==> src/rtl/mips_mem_interface_if.sv <==
// Control-side request/result signals and the external memory bus of the MIPS memory front-end.
// master is the front-end's view; slave is the control unit plus memory model.
interface mips_mem_interface_if;
   logic        IorD;
   logic        IRWrite;
   logic        DataRead;
   logic        MemWrite;
   logic [31:0] PC;
   logic [31:0] ALUOut;
   logic [31:0] WriteData;
   logic [31:0] Instr;
   logic [31:0] Data;
   logic        stall;
   logic        align_err;
   logic        bus_err;
   logic        mem_req;
   logic        mem_we;
   logic [31:0] mem_addr;
   logic [31:0] mem_wdata;
   logic [31:0] mem_rdata;
   logic        mem_ack;

   modport master (
      input  IorD, IRWrite, DataRead, MemWrite, PC, ALUOut, WriteData,
      input  mem_rdata, mem_ack,
      output Instr, Data, stall, align_err, bus_err,
      output mem_req, mem_we, mem_addr, mem_wdata
   );

   modport slave (
      output IorD, IRWrite, DataRead, MemWrite, PC, ALUOut, WriteData,
      output mem_rdata, mem_ack,
      input  Instr, Data, stall, align_err, bus_err,
      input  mem_req, mem_we, mem_addr, mem_wdata
   );
endinterface

==> src/rtl/mips_mem_interface.sv <==
// Memory front-end for the multicycle MIPS core: one req/ack bus access per request, result in IR or MDR.
// Latency >= 3 cycles (launch, BUSY until ack or timeout, DONE); stall holds the control FSM while the access is outstanding.
module mips_mem_interface #(
   parameter int          TIMEOUT_CYCLES = 255,
   parameter int          CNT_W          = 8,
   parameter logic [31:0] IR_RESET       = 32'h0000_0000
) (
   input logic                  cclk,
   input logic                  rstb,
   mips_mem_interface_if.master bus
);
   typedef enum logic [1:0] {S_IDLE, S_BUSY, S_DONE} state_t;
   typedef enum logic [1:0] {K_IR, K_MDR, K_WR} kind_t;

   state_t           state_q, state_d;
   kind_t            kind_q, kind_d;
   logic             req_q, req_d;
   logic             we_q, we_d;
   logic             align_q, align_d;
   logic             berr_q, berr_d;
   logic [31:0]      addr_q, addr_d;
   logic [31:0]      wdata_q, wdata_d;
   logic [31:0]      ir_q, ir_d;
   logic [31:0]      mdr_q, mdr_d;
   logic [CNT_W-1:0] cnt_q, cnt_d;

   logic             access;
   logic             aligned;
   logic             tmo_hit;
   logic [31:0]      addr;

   assign access  = bus.IRWrite | bus.DataRead | bus.MemWrite;
   assign addr    = bus.IorD ? bus.ALUOut : bus.PC;
   assign aligned = (addr[1:0] == 2'b00);
   assign tmo_hit = (state_q == S_BUSY) && !bus.mem_ack &&
                    (cnt_q == CNT_W'(TIMEOUT_CYCLES - 1));

   always_comb begin
      state_d = state_q;
      kind_d  = kind_q;
      req_d   = req_q;
      we_d    = we_q;
      align_d = 1'b0;
      berr_d  = berr_q;
      addr_d  = addr_q;
      wdata_d = wdata_q;
      ir_d    = ir_q;
      mdr_d   = mdr_q;
      cnt_d   = cnt_q;
      case (state_q)
         S_IDLE: begin
            if (access && aligned) begin
               addr_d  = addr;
               wdata_d = bus.WriteData;
               we_d    = bus.MemWrite;
               req_d   = 1'b1;
               kind_d  = bus.MemWrite ? K_WR : (bus.DataRead ? K_MDR : K_IR);
               cnt_d   = '0;
               state_d = S_BUSY;
            end else if (access) begin
               align_d = 1'b1;
               state_d = S_DONE;
            end
         end
         S_BUSY: begin
            if (bus.mem_ack) begin
               case (kind_q)
                  K_IR:    ir_d  = bus.mem_rdata;
                  K_MDR:   mdr_d = bus.mem_rdata;
                  default: ;
               endcase
               req_d   = 1'b0;
               we_d    = 1'b0;
               state_d = S_DONE;
            end else if (tmo_hit) begin
               berr_d  = 1'b1;
               req_d   = 1'b0;
               we_d    = 1'b0;
               state_d = S_DONE;
            end else begin
               cnt_d = cnt_q + 1'b1;
            end
         end
         // Request inputs are stale here until the control FSM's outputs catch up.
         S_DONE:  state_d = S_IDLE;
         default: state_d = S_IDLE;
      endcase
   end

   always_ff @(posedge cclk or posedge rstb) begin
      if (rstb) begin
         state_q <= S_IDLE;
         kind_q  <= K_IR;
         req_q   <= 1'b0;
         we_q    <= 1'b0;
         align_q <= 1'b0;
         berr_q  <= 1'b0;
         addr_q  <= '0;
         wdata_q <= '0;
         ir_q    <= IR_RESET;
         mdr_q   <= '0;
         cnt_q   <= '0;
      end else begin
         state_q <= state_d;
         kind_q  <= kind_d;
         req_q   <= req_d;
         we_q    <= we_d;
         align_q <= align_d;
         berr_q  <= berr_d;
         addr_q  <= addr_d;
         wdata_q <= wdata_d;
         ir_q    <= ir_d;
         mdr_q   <= mdr_d;
         cnt_q   <= cnt_d;
      end
   end

   // Stall falls in the completing cycle (ack or timeout) so control advances together with DONE.
   assign bus.stall     = ((state_q == S_IDLE) && access && aligned) ||
                          ((state_q == S_BUSY) && !bus.mem_ack && !tmo_hit);
   assign bus.Instr     = ir_q;
   assign bus.Data      = mdr_q;
   assign bus.align_err = align_q;
   assign bus.bus_err   = berr_q;
   assign bus.mem_req   = req_q;
   assign bus.mem_we    = we_q;
   assign bus.mem_addr  = addr_q;
   assign bus.mem_wdata = wdata_q;
endmodule
==> src/flat_wrapper.sv <==
// flat-port wrapper written by rule: the top's interface ports become plain ports
module mips_mem_interface_flat 
#(
   parameter int          TIMEOUT_CYCLES = 255,
   parameter int          CNT_W          = 8,
   parameter logic [31:0] IR_RESET       = 32'h0000_0000
)
  (cclk, rstb, bus_IorD, bus_IRWrite, bus_DataRead, bus_MemWrite, bus_PC, bus_ALUOut, bus_WriteData, bus_mem_rdata, bus_mem_ack, bus_Instr, bus_Data, bus_stall, bus_align_err, bus_bus_err, bus_mem_req, bus_mem_we, bus_mem_addr, bus_mem_wdata);
  mips_mem_interface_if bus_i ();
  input logic cclk;
  input logic rstb;
  input wire logic [$bits(bus_i.IorD)-1:0] bus_IorD;
  input wire logic [$bits(bus_i.IRWrite)-1:0] bus_IRWrite;
  input wire logic [$bits(bus_i.DataRead)-1:0] bus_DataRead;
  input wire logic [$bits(bus_i.MemWrite)-1:0] bus_MemWrite;
  input wire logic [$bits(bus_i.PC)-1:0] bus_PC;
  input wire logic [$bits(bus_i.ALUOut)-1:0] bus_ALUOut;
  input wire logic [$bits(bus_i.WriteData)-1:0] bus_WriteData;
  input wire logic [$bits(bus_i.mem_rdata)-1:0] bus_mem_rdata;
  input wire logic [$bits(bus_i.mem_ack)-1:0] bus_mem_ack;
  output wire logic [$bits(bus_i.Instr)-1:0] bus_Instr;
  output wire logic [$bits(bus_i.Data)-1:0] bus_Data;
  output wire logic [$bits(bus_i.stall)-1:0] bus_stall;
  output wire logic [$bits(bus_i.align_err)-1:0] bus_align_err;
  output wire logic [$bits(bus_i.bus_err)-1:0] bus_bus_err;
  output wire logic [$bits(bus_i.mem_req)-1:0] bus_mem_req;
  output wire logic [$bits(bus_i.mem_we)-1:0] bus_mem_we;
  output wire logic [$bits(bus_i.mem_addr)-1:0] bus_mem_addr;
  output wire logic [$bits(bus_i.mem_wdata)-1:0] bus_mem_wdata;
  assign bus_i.IorD = bus_IorD;
  assign bus_i.IRWrite = bus_IRWrite;
  assign bus_i.DataRead = bus_DataRead;
  assign bus_i.MemWrite = bus_MemWrite;
  assign bus_i.PC = bus_PC;
  assign bus_i.ALUOut = bus_ALUOut;
  assign bus_i.WriteData = bus_WriteData;
  assign bus_i.mem_rdata = bus_mem_rdata;
  assign bus_i.mem_ack = bus_mem_ack;
  assign bus_Instr = bus_i.Instr;
  assign bus_Data = bus_i.Data;
  assign bus_stall = bus_i.stall;
  assign bus_align_err = bus_i.align_err;
  assign bus_bus_err = bus_i.bus_err;
  assign bus_mem_req = bus_i.mem_req;
  assign bus_mem_we = bus_i.mem_we;
  assign bus_mem_addr = bus_i.mem_addr;
  assign bus_mem_wdata = bus_i.mem_wdata;
  mips_mem_interface #(.TIMEOUT_CYCLES(TIMEOUT_CYCLES), .CNT_W(CNT_W), .IR_RESET(IR_RESET)) u_core (.cclk(cclk), .rstb(rstb), .bus(bus_i));
endmodule
==> config.mk <==
export PLATFORM = sky130hd
export DESIGN_NAME = mips_mem_interface_flat
export DESIGN_NICKNAME = d
export VERILOG_FILES = /design/src/rtl/mips_mem_interface_if.sv /design/src/rtl/mips_mem_interface.sv /design/src/flat_wrapper.sv
export SDC_FILE = /design/constraint.sdc
export NUM_CORES = 1
export LEC_CHECK = 0
export ABC_AREA = 1
export BUFFER_PORTS_ARGS = -buffer_cell sky130_fd_sc_hd__clkbuf_2
export CELL_PAD_IN_SITES_DETAIL_PLACEMENT = 2
export CELL_PAD_IN_SITES_GLOBAL_PLACEMENT = 2
export CORE_MARGIN = 2
export CORE_UTILIZATION = 30
export CTS_BUF_LIST = sky130_fd_sc_hd__clkbuf_8
export DETAILED_ROUTE_END_ITERATION = 7
export GPL_TIMING_DRIVEN = 0
export PLACE_DENSITY_LB_ADDON = 0.15
export SLEW_MARGIN = 20
export SYNTH_ARGS = -nofsm -noshare
export SYNTH_HDL_FRONTEND = slang
export SYNTH_SLANG_ARGS = --single-unit
==> constraint.sdc <==
create_clock -name cclk -period 12.8 [get_ports cclk]
set_input_delay 1.28 -clock cclk [delete_from_list [all_inputs] [get_ports cclk]]
set_output_delay 1.28 -clock cclk [all_outputs]
set_load 0.01 [all_outputs]
After elaboration in Yosys (flattened, before gate mapping)
Cells that the tools add are included.
{"block": "totals", "reg_bits": 144, "in_bits": 135, "elab_cells": 64, "output_inout_bits": 133}
{"block": "classes", "n_eq_ne": 8, "reduce_logical": 20, "muxes": 21, "addsub": 1, "bitwise_logic": 3}
{"cell": "$mux W32", "count": 1}
{"cell": "$mux W8", "count": 3}
{"cell": "$pmux W8 S2", "count": 1}
{"cell": "$reduce_and A3 Y1", "count": 4}
{"cell": "$mux W2", "count": 5}
{"cell": "$add A8 B1 Y8 const B", "count": 1}
{"cell": "$eq A8 B8 Y1 const B", "count": 1}
{"cell": "$mux W1", "count": 8}
{"cell": "$logic_and A1 B1 Y1", "count": 6}
{"cell": "$logic_not A2 Y1", "count": 3}
{"cell": "$eq A2 B1 Y1 const B", "count": 2}
{"cell": "$ne A2 B2 Y1 const B", "count": 2}
{"cell": "$pmux W1 S2", "count": 2}
{"cell": "$pmux W2 S2", "count": 1}
{"cell": "$reduce_and A2 Y1", "count": 2}
{"cell": "$reduce_and A4 Y1", "count": 1}
{"cell": "$ne A3 B1 Y1 const B", "count": 1}
{"cell": "$ne A3 B2 Y1 const B", "count": 1}
{"cell": "$logic_not A1 Y1", "count": 2}
{"cell": "$ne A2 B1 Y1 const B", "count": 1}
{"cell": "$or A1 B1 Y1", "count": 2}
{"cell": "$reduce_bool A2 Y1", "count": 1}
{"cell": "$logic_or A1 B1 Y1", "count": 1}
{"cell": "$not A1 Y1", "count": 1}

Logic depth before layout (Yosys ltp)
Gate-level depths: netlist of run 1.
{"block": "depth", "depth_word": 6, "ltp_mapped": 10, "mapped_depth_nobuf": 10}

Worst setup path before layout of run 1
No wires, ideal clock.
{"block": "synth_timing", "path_kind": "input -> output", "startpoint": "input bus_IorD", "endpoint": "output bus_stall", "n_path_buf": 2, "slack_ns": 9.478, "arrival_time_ns": 2.042, "cell_stages": 8, "required_ns": 11.520, "cell_sequence": "buf_2 > inv_2 > nor2_1 > nand2_1 > nand2_2 > nand2_2 > nand2_1 > buf_4"}
{"block": "synth_between", "elab_chain_cells": 4}
{"element": "start, declared", "line": "flat_wrapper.sv:12", "text": "input wire logic [$bits(bus_i.IorD)-1:0] bus_IorD;"}
{"element": "$mux W32", "line": "mips_mem_interface.sv:33", "text": "assign addr = bus.IorD ? bus.ALUOut : bus.PC;"}
{"element": "$logic_not A2 Y1", "line": "mips_mem_interface.sv:34", "text": "assign aligned = (addr[1:0] == 2'b00);"}
{"element": "$logic_and A1 B1 Y1", "line": "mips_mem_interface.sv:119", "text": "assign bus.stall = ((state_q == S_IDLE) && access && aligned) ||"}
{"element": "$logic_or A1 B1 Y1", "line": "mips_mem_interface.sv:119"}
{"element": "end, declared", "line": "flat_wrapper.sv:23", "text": "output wire logic [$bits(bus_i.stall)-1:0] bus_stall;"}
Every way passes these cells.

Worst setup path in the final report of run 1
{"block": "layout_timing", "startpoint": "input bus_PC[1]", "endpoint": "output bus_stall"}
{"block": "layout_between", "elab_chain_cells": 4}
{"element": "start, declared", "line": "flat_wrapper.sv:16", "text": "input wire logic [$bits(bus_i.PC)-1:0] bus_PC;"}
{"element": "$mux W32", "line": "mips_mem_interface.sv:33"}
{"element": "$logic_not A2 Y1", "line": "mips_mem_interface.sv:34"}
{"element": "$logic_and A1 B1 Y1", "line": "mips_mem_interface.sv:119"}
{"element": "$logic_or A1 B1 Y1", "line": "mips_mem_interface.sv:119"}
Every way passes these cells.

==> results of run 1 <==
cells by family (layout without fill, tap and decap cells):
logic type	Yosys count	after routing	share of synthesized area, %
AOI/OAI and AO/OA	109	109	9.656
adders and majority gates	2	2	0.4225
buffers and inverters	83	382	6.191
DFF	144	144	60.85
muxes	30	30	5.071
and+or+nand+nor	264	264	17.81
state kept, by name (all words and copies together), names as in the netlist:
register and flops:
u_core.bus.mem_wdata 32, u_core.bus.Data 32, u_core.bus.mem_we 1, u_core.bus.mem_req 1, u_core.cnt_q 8, u_core.bus.align_err 1
u_core.kind_q 2, u_core.bus.Instr 32, u_core.bus.bus_err 1, u_core.state_q 2, u_core.bus.mem_addr 32
Yosys cell counts:
| cell | instances | area share (%) |
|---|---|---|
| nor2_2 | 1 | 0.11 |
| dfrtp_1 | 144 | 61 |
| buf_1 | 2 | 0.13 |
| nand2_1 | 169 | 11 |
| a21boi_0 | 3 | 0.38 |
| nand3_1 | 43 | 3.6 |
| buf_4 | 1 | 0.13 |
| o21ai_0 | 32 | 2.7 |
| o22ai_1 | 1 | 0.11 |
| a31o_2 | 1 | 0.15 |
| ha_1 | 2 | 0.42 |
| o21ai_1 | 31 | 2.6 |
| inv_1 | 46 | 2.9 |
| nor2_1 | 48 | 3.0 |
| buf_2 | 17 | 1.4 |
| mux2i_1 | 30 | 5.1 |
| a21oi_1 | 39 | 3.3 |
| buf_6 | 4 | 0.76 |
| nand2_2 | 3 | 0.32 |
| a21oi_4 | 1 | 0.27 |
| o21bai_1 | 1 | 0.13 |
| clkbuf_1 | 9 | 0.57 |
| inv_2 | 4 | 0.25 |
layout make-up:
| class | instances | area (um^2) | share of cell area, % |
|---|---|---|---|
| timing repair buffer | 267 | 1359 | 16.91 |
| clock inverter | 15 | 182.7 | 2.273 |
| buffer | 33 | 178.9 | 2.226 |
| inverter | 50 | 195.2 | 2.429 |
| clock buffer | 17 | 234.0 | 2.911 |
| sequential | 144 | 3603 | 44.84 |
| tap | 265 | 331.6 | 4.126 |
| multi-input combinational | 405 | 1952 | 24.29 |
power groups by stage:
stage	Clock, mW	Combinational [mW]	Sequential (mW)
3_5_place_dp	0	0.530	0.717
6_report	0.389	0.515	0.709
4_1_cts	0.401	0.531	0.710
5_1_grt	0.418	0.585	0.729
3_3_place_gp	0	0.499	0.705
2_1_floorplan	0	0.185	0.775
layer usage:
metal | GRT usage, % | vias up | wire length [um]
li1 | - | 2599 | -
met3 | 6.258 | 33 | 1488
met1 | 23.05 | 2776 | 8122
met2 | 37.37 | 169 | 11040
met4 | 7.052 | 0 | 388
met5 | 0 | - | 0
critical path, cell delays in order:
cell and delay, ns:
clkbuf_2 0.08, nor2_1 0.14, nand2_1 0.10, nand2_2 0.19
nand2_2 0.16, nand2_1 0.12, buf_4 0.18, clkbuf_2 0.16
cells in the final DEF (no fill, tap or decap):
cell,netlist,layout
clkinv_4,0,2
nand3_1,43,43
buf_6,4,4
a21boi_0,3,3
o22ai_1,1,1
o21ai_0,32,32
a21oi_1,39,39
nor2_1,48,48
clkinv_2,0,1
inv_1,46,46
buf_4,1,1
a31o_2,1,1
mux2i_1,30,30
nand2_1,169,169
a21oi_4,1,1
nand2_2,3,3
inv_6,0,5
buf_1,2,2
buf_16,0,1
o21bai_1,1,1
dfrtp_1,144,144
clkbuf_2,0,266
clkbuf_1,9,9
inv_8,0,1
bufinv_16,0,3
nor2_2,1,1
clkbuf_8,0,17
ha_1,2,2
buf_2,17,17
inv_2,4,4
o21ai_1,31,31
clkinvlp_4,0,3
per-stage QoR:
step	cells	instance area [um^2]	power, mW	worst slack, ns	util (%)
3_5_place_dp	1164	7620	1.246	9.053	39.28
6_report	1196	8036	1.613	9.098	41.43
2_1_floorplan	632	5922	0.9604	7.654	-
4_1_cts	1196	8036	1.642	9.046	41.43
3_3_place_gp	1163	7585	1.204	5.889	39.10
5_1_grt	1196	8036	1.732	8.921	41.43
worst max-delay path by stage:
stage	slack, ns	endpoint	cells after the start
3_5_place_dp	9.05	bus_stall	9
4_1_cts	9.05	bus_stall	9
3_3_place_gp	5.89	u_core.bus.mem_addr[16]$_DFFE_PP0P_	2
6_report	9.10	bus_stall	8
2_1_floorplan	7.65	u_core.bus.Data[0]$_DFFE_PP0P_	1
5_1_grt	8.92	bus_stall	8
==> flow_metrics.tcl, run 1 <==
set metrics [dict create \
    dp_hpwl_um 16220 \
    vias 5577 \
    startpoint "bus_PC[1]" \
    grt_max_degree 82 \
    die_width_um 144.5 \
    status "finished clean" \
    root_buffer "clkbuf_8" \
    cts_buffer_depth 2 \
    min_from "u_core.bus.mem_wdata[8]$_DFFE_PP0P_" \
    crit_path_start_kind "primary input" \
    final_nets 1055 \
    avgSynthCellArea_um2 9.370 \
    clock_power_share_pct 24.1 \
    firstDrtPassIters 4 \
    numCtsBuffers 17 \
    p_leak_nw 4.537 \
    worst_slew_pin_slew_ns 0.5827 \
    holdPathEnd "u_core.bus.mem_wdata[8]$_DFFE_PP0P_" \
    min_path_cells 2 \
    synth_cell_types 23 \
    ys_warn_count 0 \
    start_util_pct 30.53 \
    pwr-share-seq_pct 44.0 \
    clock_latency_ns 0.46 \
    hold_ws_ns 0.4835 \
    grt_setup_unrepaired "no" \
    cp_max_fo 10 \
    num_rows 51 \
    fillers 2246 \
    wire_per_inst_um 17.59 \
    place_congestion 0.7823 \
    syn_inst 632 \
    dieHeight_um 144.5 \
    ff2ff_path_depth 5 \
    routed_wirelength_um 21040 \
    required_ns 11.52 \
    p_per_area_nw_per_um2 200.7 \
    dieArea_um2 20880 \
    cts_sinks 144 \
    slew_viol_final 0 \
    route.detailed.drc 0 \
    p_int_mw 1.011 \
    grt.total_usage_pct 20.66 \
    diodes 0 \
    post_cts_buffers 0 \
    combPwrFrac_pct 31.9 \
    cts_tree "done" \
    clk_pin_slew_ns 0.08 \
    arrival_ns 2.42 \
    drtIter0Drc 135 \
    p_switching_mw 0.6015 \
    setup_viol_count_final 0 \
    port_buffers 266 \
    syn_to_final_growth_pct 35.71 \
    fp.coreArea_um2 19400 \
    reg2reg_slack_ns 11.01 \
    grt_pass1_wl_um 33270 \
    ir_drop_mv 0.06260 \
    fin_tns_setup_ns 0 \
    drive_gt1_share_pct 35.55 \
    fin_worst_skew_ns 0.01971 \
    ys_seq_elements 144 \
    critical_path_class "in -> out" \
    htreeDepth 4 \
    cts_hold_buf 0 \
    ant_nets 0 \
    r2r-start "u_core.state_q[1]$_DFFE_PP0P_" \
    viasPerCell 4.663 \
    grt_antenna_before_repair 0 \
    yosysSeqAreaShare_pct 60.85 \
    relSlewSlack_pct 61.15 \
    finalCriticalPeriod_ns 3.702 \
    switching_share_pct 37.30 \
    synthesis.nets 769 \
    hold_viol 0 \
    grt_remaining_overflow 0 \
    max_freq_mhz 270.1 \
    fin_crit_sh_pct 28.92 \
    min_path_type "reg -> reg" \
    grt_pass1_vias 6404 \
    drv_cap 0 \
    synth_area_um2 5922 \
    end_kind "output port" \
    ioPinCount 268 \
    ctsResizeCount 0 \
    r2r_end "u_core.bus.Data[8]$_DFFE_PP0P_" \
]
Power figures use the tool's default switching activity.
==> inputs of run 2 (changes only) <==
--- a/config.mk
+++ b/config.mk
@@ -5,12 +5,12 @@
 export SDC_FILE = /design/constraint.sdc
 export NUM_CORES = 1
 export LEC_CHECK = 0
-export ABC_AREA = 1
+export ABC_AREA = 0
 export BUFFER_PORTS_ARGS = -buffer_cell sky130_fd_sc_hd__clkbuf_2
 export CELL_PAD_IN_SITES_DETAIL_PLACEMENT = 2
 export CELL_PAD_IN_SITES_GLOBAL_PLACEMENT = 2
 export CORE_MARGIN = 2
-export CORE_UTILIZATION = 30
+export CORE_UTILIZATION = 28
 export CTS_BUF_LIST = sky130_fd_sc_hd__clkbuf_8
 export DETAILED_ROUTE_END_ITERATION = 7
 export GPL_TIMING_DRIVEN = 0
==> constraint.sdc (replaced) <==
create_clock -name cclk -period 3.4 [get_ports cclk]
set_input_delay 0.34 -clock cclk [delete_from_list [all_inputs] [get_ports cclk]]
set_output_delay 0.34 -clock cclk [all_outputs]
set_load 0.01 [all_outputs]
==> run 2 against run 1 <==
  * Clock-buffer cell count grew 1
  * Clock power grew to 3.5 times the previous value
  * Wire length shrank 15%
  * Sequential cell count is the same
==> flow_metrics.tcl, run 2 <==
set metrics [dict create \
    synthMostInstantiatedCell "dfrtp_1" \
    numCtsBuffers 17 \
    reg2reg_slack_ns 1.50 \
    fin_worst_skew_ns 0.01664 \
    vias 4517 \
    p_per_area_nw_per_um2 817.6 \
    grt_pass1_wl_um 28570 \
    grt_max_degree 34 \
    ir_drop_mv 0.2136 \
    p_leak_nw 4.266 \
    required_ns 3.06 \
    end_kind "output port" \
    dieHeight_um 150.6 \
    synthesis.nets 565 \
    ys_seq_elements 144 \
    min_path_type "in -> reg" \
    num_rows 53 \
    grt_setup_unrepaired "no" \
    finalPower_mw 6.689 \
    fin_tns_setup_ns 0 \
    firstDrtPassIters 4 \
    p_switching_mw 2.389 \
    switching_share_pct 35.71 \
    pwr-share-seq_pct 43.8 \
    cts_buffer_depth 2 \
    cts_sinks 144 \
    synth_cell_types 42 \
    worst_slew_pin_slew_ns 0.8225 \
    grt_antenna_before_repair 0 \
    drive_gt1_share_pct 57.46 \
    min_from "bus_WriteData[15]" \
    relSlewSlack_pct 45.17 \
    dp_hpwl_um 14370 \
    startpoint "u_core.cnt_q[0]$_DFFE_PP0P_" \
    synth_top_area_share_pct 59.86 \
    root_buffer "clkbuf_8" \
    arrival_ns 2.15 \
    route.detailed.drc 0 \
    wire_per_inst_um 17.85 \
    grt_remaining_overflow 0 \
    hold_viol 0 \
    clk_pin_slew_ns 0.10 \
    synth_top_cell_by_area "dfrtp_1" \
    synth_top_cells_by_count "dfrtp_1 (144), mux2_2 (71), nand2_1 (39), o21ai_0 (37), mux2i_1 (34)" \
    ff2ff_path_depth 5 \
    p_int_mw 4.300 \
    fin_crit_sh_pct 73.12 \
    viasPerCell 4.490 \
    setup_slack_ns 0.9140 \
    combPwrFrac_pct 35.8 \
    fin_area_um2 8182 \
    place_congestion 0.7596 \
    port_buffers 266 \
    routed_wirelength_um 17960 \
    place_ws_ns 1.337 \
    yosysSeqAreaShare_pct 59.86 \
    r2r_end "u_core.bus.Instr[17]$_DFFE_PP0P_" \
    ant_nets 0 \
    status "finished clean" \
    final_common_cell "clkbuf_2" \
    finalCriticalPeriod_ns 2.486 \
    ys_warn_count 0 \
    synth_top_flop_cell "dfrtp_1" \
    ioPinCount 268 \
    clock_power_share_pct 20.4 \
    r2r-start "u_core.state_q[1]$_DFFE_PP0P_" \
    clock_latency_ns 0.45 \
    dieArea_um2 22690 \
    syn_to_final_growth_pct 35.92 \
    fillers 2243 \
    final_cell_mix "clkbuf_2 (266), dfrtp_1 (144), mux2_2 (71), nand2_1 (39), o21ai_0 (37)" \
    dpl-instance-area_um2 7779 \
    max_freq_mhz 402.3 \
    die_width_um 150.6 \
    min_path_cells 2 \
    start_util_pct 28.55 \
    cp_max_fo 10 \
    synth_area_um2 6020 \
    synth_area_leaders "dfrtp_1 (60%), mux2_2 (13%), mux2i_1 (5.7%), mux2_4 (5.0%), o21ai_0 (3.1%)" \
    critical_path_class "reg -> out" \
    async_flop_share_pct 100.0 \
    avgSynthCellArea_um2 14.06 \
    grt.total_usage_pct 16.31 \
    crit_path_start_kind "flop" \
    endpoint "bus_stall" \
    slew_viol_final 0 \
    setup_viol_count_final 0 \
    fp.coreArea_um2 21090 \
    final_nets 855 \
    htreeDepth 4 \
    synth-edff-count 0 \
    cts_tree "done" \
    grt_pass1_vias 5258 \
    diodes 0 \
    drv_cap 0 \
    drtIter0Drc 65 \
    syn_inst 428 \
]
run 2: worst min path at each step:
stage	to	slack, ns
2_1_floorplan	u_core.cnt_q[7]$_DFFE_PP0P_	0.45
3_3_place_gp	u_core.bus.bus_err$_DFFE_PP0P_	0.45
3_5_place_dp	u_core.bus.mem_wdata[25]$_DFFE_PP0P_	0.41
4_1_cts	u_core.bus.mem_wdata[15]$_DFFE_PP0P_	0.08
5_1_grt	u_core.bus.mem_wdata[15]$_DFFE_PP0P_	0.09
6_report	u_core.bus.mem_wdata[15]$_DFFE_PP0P_	0.11
run 2: final cells by class:
type                       instances  area (um^2)  area share (%)
sequential                       144         3603           44.04
multi-input combinational        256         2230           27.25
timing repair buffer             271         1421           17.37
tap                              275        344.1           4.206
clock buffer                      18        247.7           3.028
buffer                            23        167.7           2.049
clock inverter                    14        145.1           1.774
inverter                           5        22.52          0.2753
run 2: critical path, stage by stage (launching register included):
cell and delay, ns:
dfrtp_1 0.44, inv_1 0.12, ha_1 0.18, nand3_1 0.12
o31ai_1 0.29, buf_2 0.29, nand2_1 0.12, clkbuf_2 0.15
run 2: kinds of logic after synthesis:
family                   Yosys count  share of synthesized area (%)
multiplexers                     130                          24.86
adder cells (fa/ha/maj)            2                         0.4156
AND/OR/NAND/NOR                   68                          6.111
AO/OA/AOI/OAI                     56                          5.654
flip-flops                       144                          59.86
buffers and inverters             28                          3.097
run 2: repair_timing:
item | CTS | global route
endpoints found under the hold margin | 20 | 0
resized for setup | 0 | 0
hold buffers | 1 | 0
buffers inserted | 0 | 0
run 2: power groups by stage:
stage | Combinational, mW | Clock (mW) | Sequential (mW)
2_1_floorplan | 0.914 | 0 | 3.26
3_3_place_gp | 2.37 | 0 | 2.91
3_5_place_dp | 2.45 | 0 | 2.98
4_1_cts | 2.46 | 1.42 | 2.95
5_1_grt | 2.64 | 1.50 | 3.06
6_report | 2.40 | 1.36 | 2.93
run 2: through the flow:
stage | utilization (%) | hold WS [ns] | std cells
3_5_place_dp | 36.89 | 0.4142 | 973
5_1_grt | 38.80 | 0.09176 | 1006
2_1_floorplan | - | 0.4512 | 428
3_3_place_gp | 36.51 | 0.4497 | 969
4_1_cts | 38.80 | 0.07822 | 1006
6_report | 38.80 | 0.1127 | 1006
run 2: metal layers:
layer / part of all wire, % / track usage, % / vias to the layer above
li1: - / - / 2089
met2: 50 / 27.70 / 182
met4: 1.5 / 5.000 / 0
met5: 0 / 0 / -
met3: 8.2 / 5.242 / 17
met1: 41 / 19.73 / 2229
==> inputs of run 3 (changes only) <==
--- a/config.mk
+++ b/config.mk
@@ -5,12 +5,12 @@
 export SDC_FILE = /design/constraint.sdc
 export NUM_CORES = 1
 export LEC_CHECK = 0
-export ABC_AREA = 0
+export ABC_AREA = 1
 export BUFFER_PORTS_ARGS = -buffer_cell sky130_fd_sc_hd__clkbuf_2
 export CELL_PAD_IN_SITES_DETAIL_PLACEMENT = 2
 export CELL_PAD_IN_SITES_GLOBAL_PLACEMENT = 2
 export CORE_MARGIN = 2
-export CORE_UTILIZATION = 28
+export CORE_UTILIZATION = 27
 export CTS_BUF_LIST = sky130_fd_sc_hd__clkbuf_8
 export DETAILED_ROUTE_END_ITERATION = 7
 export GPL_TIMING_DRIVEN = 0
==> constraint.sdc (replaced) <==
create_clock -name cclk -period 2.6 [get_ports cclk]
set_input_delay 0.26 -clock cclk [delete_from_list [all_inputs] [get_ports cclk]]
set_output_delay 0.26 -clock cclk [all_outputs]
set_load 0.01 [all_outputs]
==> run 3 against run 2 <==
  * Clock skew is 0.0036 ns lower
  * Clock power is 32% higher
  * Via count is 23% higher
  * Sequential share of layout area is 0.47 points higher
  * Register-to-register slack worse by 0.72 ns
  * Setup slack worse by 0.57 ns
  * Combinational power is 6% higher
  * Utilization is 1.5 points lower
==> flow_metrics.tcl, run 3 (same netlist as run 1, synthesis figures left out) <==
set metrics [dict create \
    final_cell_mix "clkbuf_2 (266), nand2_1 (169), dfrtp_1 (144), nor2_1 (48), inv_1 (46)" \
    place_congestion 0.7453 \
    r2r-start "u_core.state_q[1]$_DFFE_PP0P_" \
    diodes 0 \
    min_path_type "in -> reg" \
    dieArea_um2 23130 \
    holdPathEnd "u_core.bus.mem_wdata[13]$_DFFE_PP0P_" \
    hold_viol 0 \
    fp.coreArea_um2 21690 \
    r2r_end "u_core.bus.Instr[1]$_DFFE_PP0P_" \
    final_common_cell "clkbuf_2" \
    grt_pass1_wl_um 34370 \
    relSlewSlack_pct 62.22 \
    dieHeight_um 152.1 \
    multiInputGateArea_um2 1952 \
    firstDrtPassIters 4 \
    cts_sinks 144 \
    setup_viol_count_final 0 \
    num_rows 54 \
    viasPerCell 4.563 \
    htreeDepth 4 \
    grt_setup_unrepaired "no" \
    worst_slew_pin_slew_ns 0.5656 \
    crit_path_start_kind "flop" \
    status "finished clean" \
    p_per_area_nw_per_um2 966.1 \
    cts_tree "done" \
    min_from "bus_WriteData[13]" \
    dp_hpwl_um 16230 \
    max_freq_mhz 442.5 \
    reg2reg_slack_ns 0.78 \
    clk_pin_slew_ns 0.09 \
    post-route-util_pct 37.33 \
    ir_drop_mv 0.2913 \
    required_ns 2.34 \
    grt_antenna_before_repair 0 \
    syn_to_final_growth_pct 36.70 \
    min_path_cells 3 \
    root_buffer "clkbuf_8" \
    arrival_ns 2.00 \
    hold_ws_ns 0.02906 \
    end_kind "output port" \
    post_cts_buffers 0 \
    ff2ff_path_depth 6 \
    numCtsBuffers 17 \
    ioPinCount 268 \
    drive_gt1_share_pct 35.61 \
    start_util_pct 27.30 \
    wire_per_inst_um 17.17 \
    routed_wirelength_um 20870 \
    die_width_um 152.1 \
    grt.total_usage_pct 18.69 \
    fin_crit_sh_pct 86.91 \
    drtIter0Drc 202 \
    seq_area_um2 3603 \
    cp_max_fo 10 \
    finalCriticalPeriod_ns 2.260 \
    fillers 2522 \
    clock_latency_ns 0.46 \
    critical_path_class "reg -> out" \
    grt_remaining_overflow 0 \
    grt_max_degree 35 \
    grt_pass1_vias 6271 \
    drv_cap 0 \
    final_nets 1060 \
    route.detailed.drc 0 \
    fin_worst_skew_ns 0.01306 \
    vias 5544 \
    slew_viol_final 0 \
    cts_buffer_depth 2 \
    port_buffers 266 \
    p_leak_nw 4.551 \
    ant_nets 0 \
]
[run 3: changes by cell type in the layout (fill, tap and decap cells not counted), moves of 35 or more]
cell | previous run | this run
mux2_2 | 71 | 0
nor2_1 | 6 | 48
inv_1 | 4 | 46
nand2_1 | 39 | 169
nand3_1 | 5 | 43
a21oi_1 | 4 | 39
[run 3: worst max path at each step]
stage / startpoint / to / slack, ns / depth (start not counted)
2_1_floorplan: rstb / u_core.bus.Data[0]$_DFFE_PP0P_ / 0.53 / 1
3_3_place_gp: rstb / u_core.bus.Instr[20]$_DFFE_PP0P_ / -0.45 / 2
3_5_place_dp: u_core.state_q[1]$_DFFE_PP0P_ / u_core.bus.Instr[1]$_DFFE_PP0P_ / 0.75 / 6
4_1_cts: u_core.state_q[0]$_DFFE_PP0P_ / bus_stall / 0.24 / 7
5_1_grt: u_core.state_q[1]$_DFFE_PP0P_ / bus_stall / 0.09 / 7
6_report: u_core.state_q[0]$_DFFE_PP0P_ / bus_stall / 0.34 / 7
[run 3: final cells by class]
class / instances / share of cell area (%)
sequential: 144 / 44.51
multi-input combinational: 405 / 24.11
timing repair buffer: 272 / 17.68
tap: 280 / 4.328
clock buffer: 18 / 3.060
inverter: 50 / 2.365
buffer: 33 / 2.210
clock inverter: 13 / 1.731
[run 3: power breakdown]
group          total [mW]  leakage (nW)  switching (mW)  internal (mW)
combinational        2.54          2.49            1.53           1.01
sequential           3.49          1.87           0.475           3.02
clock                1.79         0.192           0.920          0.873
total                7.82          4.55            2.92           4.90
[run 3: what timing repair did]
item / 4_1_cts / 5_1_grt
resized for setup: 0 / 0
hold endpoints to repair: 22 / 0
hold buffers: 2 / 0
[run 3: worst max-delay path, stage by stage (launching register included)]
cell and delay (ns):
dfrtp_1 0.41, inv_2 0.06, nand2_1 0.11, a21oi_4 0.28, nand2_2 0.20, nand2_1 0.14, buf_4 0.19, clkbuf_2 0.15
[run 3: per-stage QoR]
step           setup slack, ns  instance area, um^2  instances  power, mW  setup TNS (ns)
3_3_place_gp           -0.4548                 7607       1178      5.972          -63.60
2_1_floorplan           0.5350                 5926        632      4.729               0
3_5_place_dp            0.7522                 7687       1182      6.140               0
4_1_cts                 0.2449                 8095       1215      7.985               0
6_report                0.3403                 8095       1215      7.821               0
5_1_grt                0.09078                 8095       1215      8.427               0
[run 3: layer usage]
| metal | vias up | wire [um] | global-route usage (%) | share of wire (%) |
|---|---|---|---|---|
| met5 | - | 0 | 0 | 0 |
| met4 | 0 | 506 | 6.854 | 2.4 |
| met2 | 181 | 10440 | 32.56 | 50 |
| met3 | 35 | 1456 | 6.303 | 7.0 |
| met1 | 2723 | 8465 | 21.30 | 41 |
| li1 | 2605 | - | - | - |
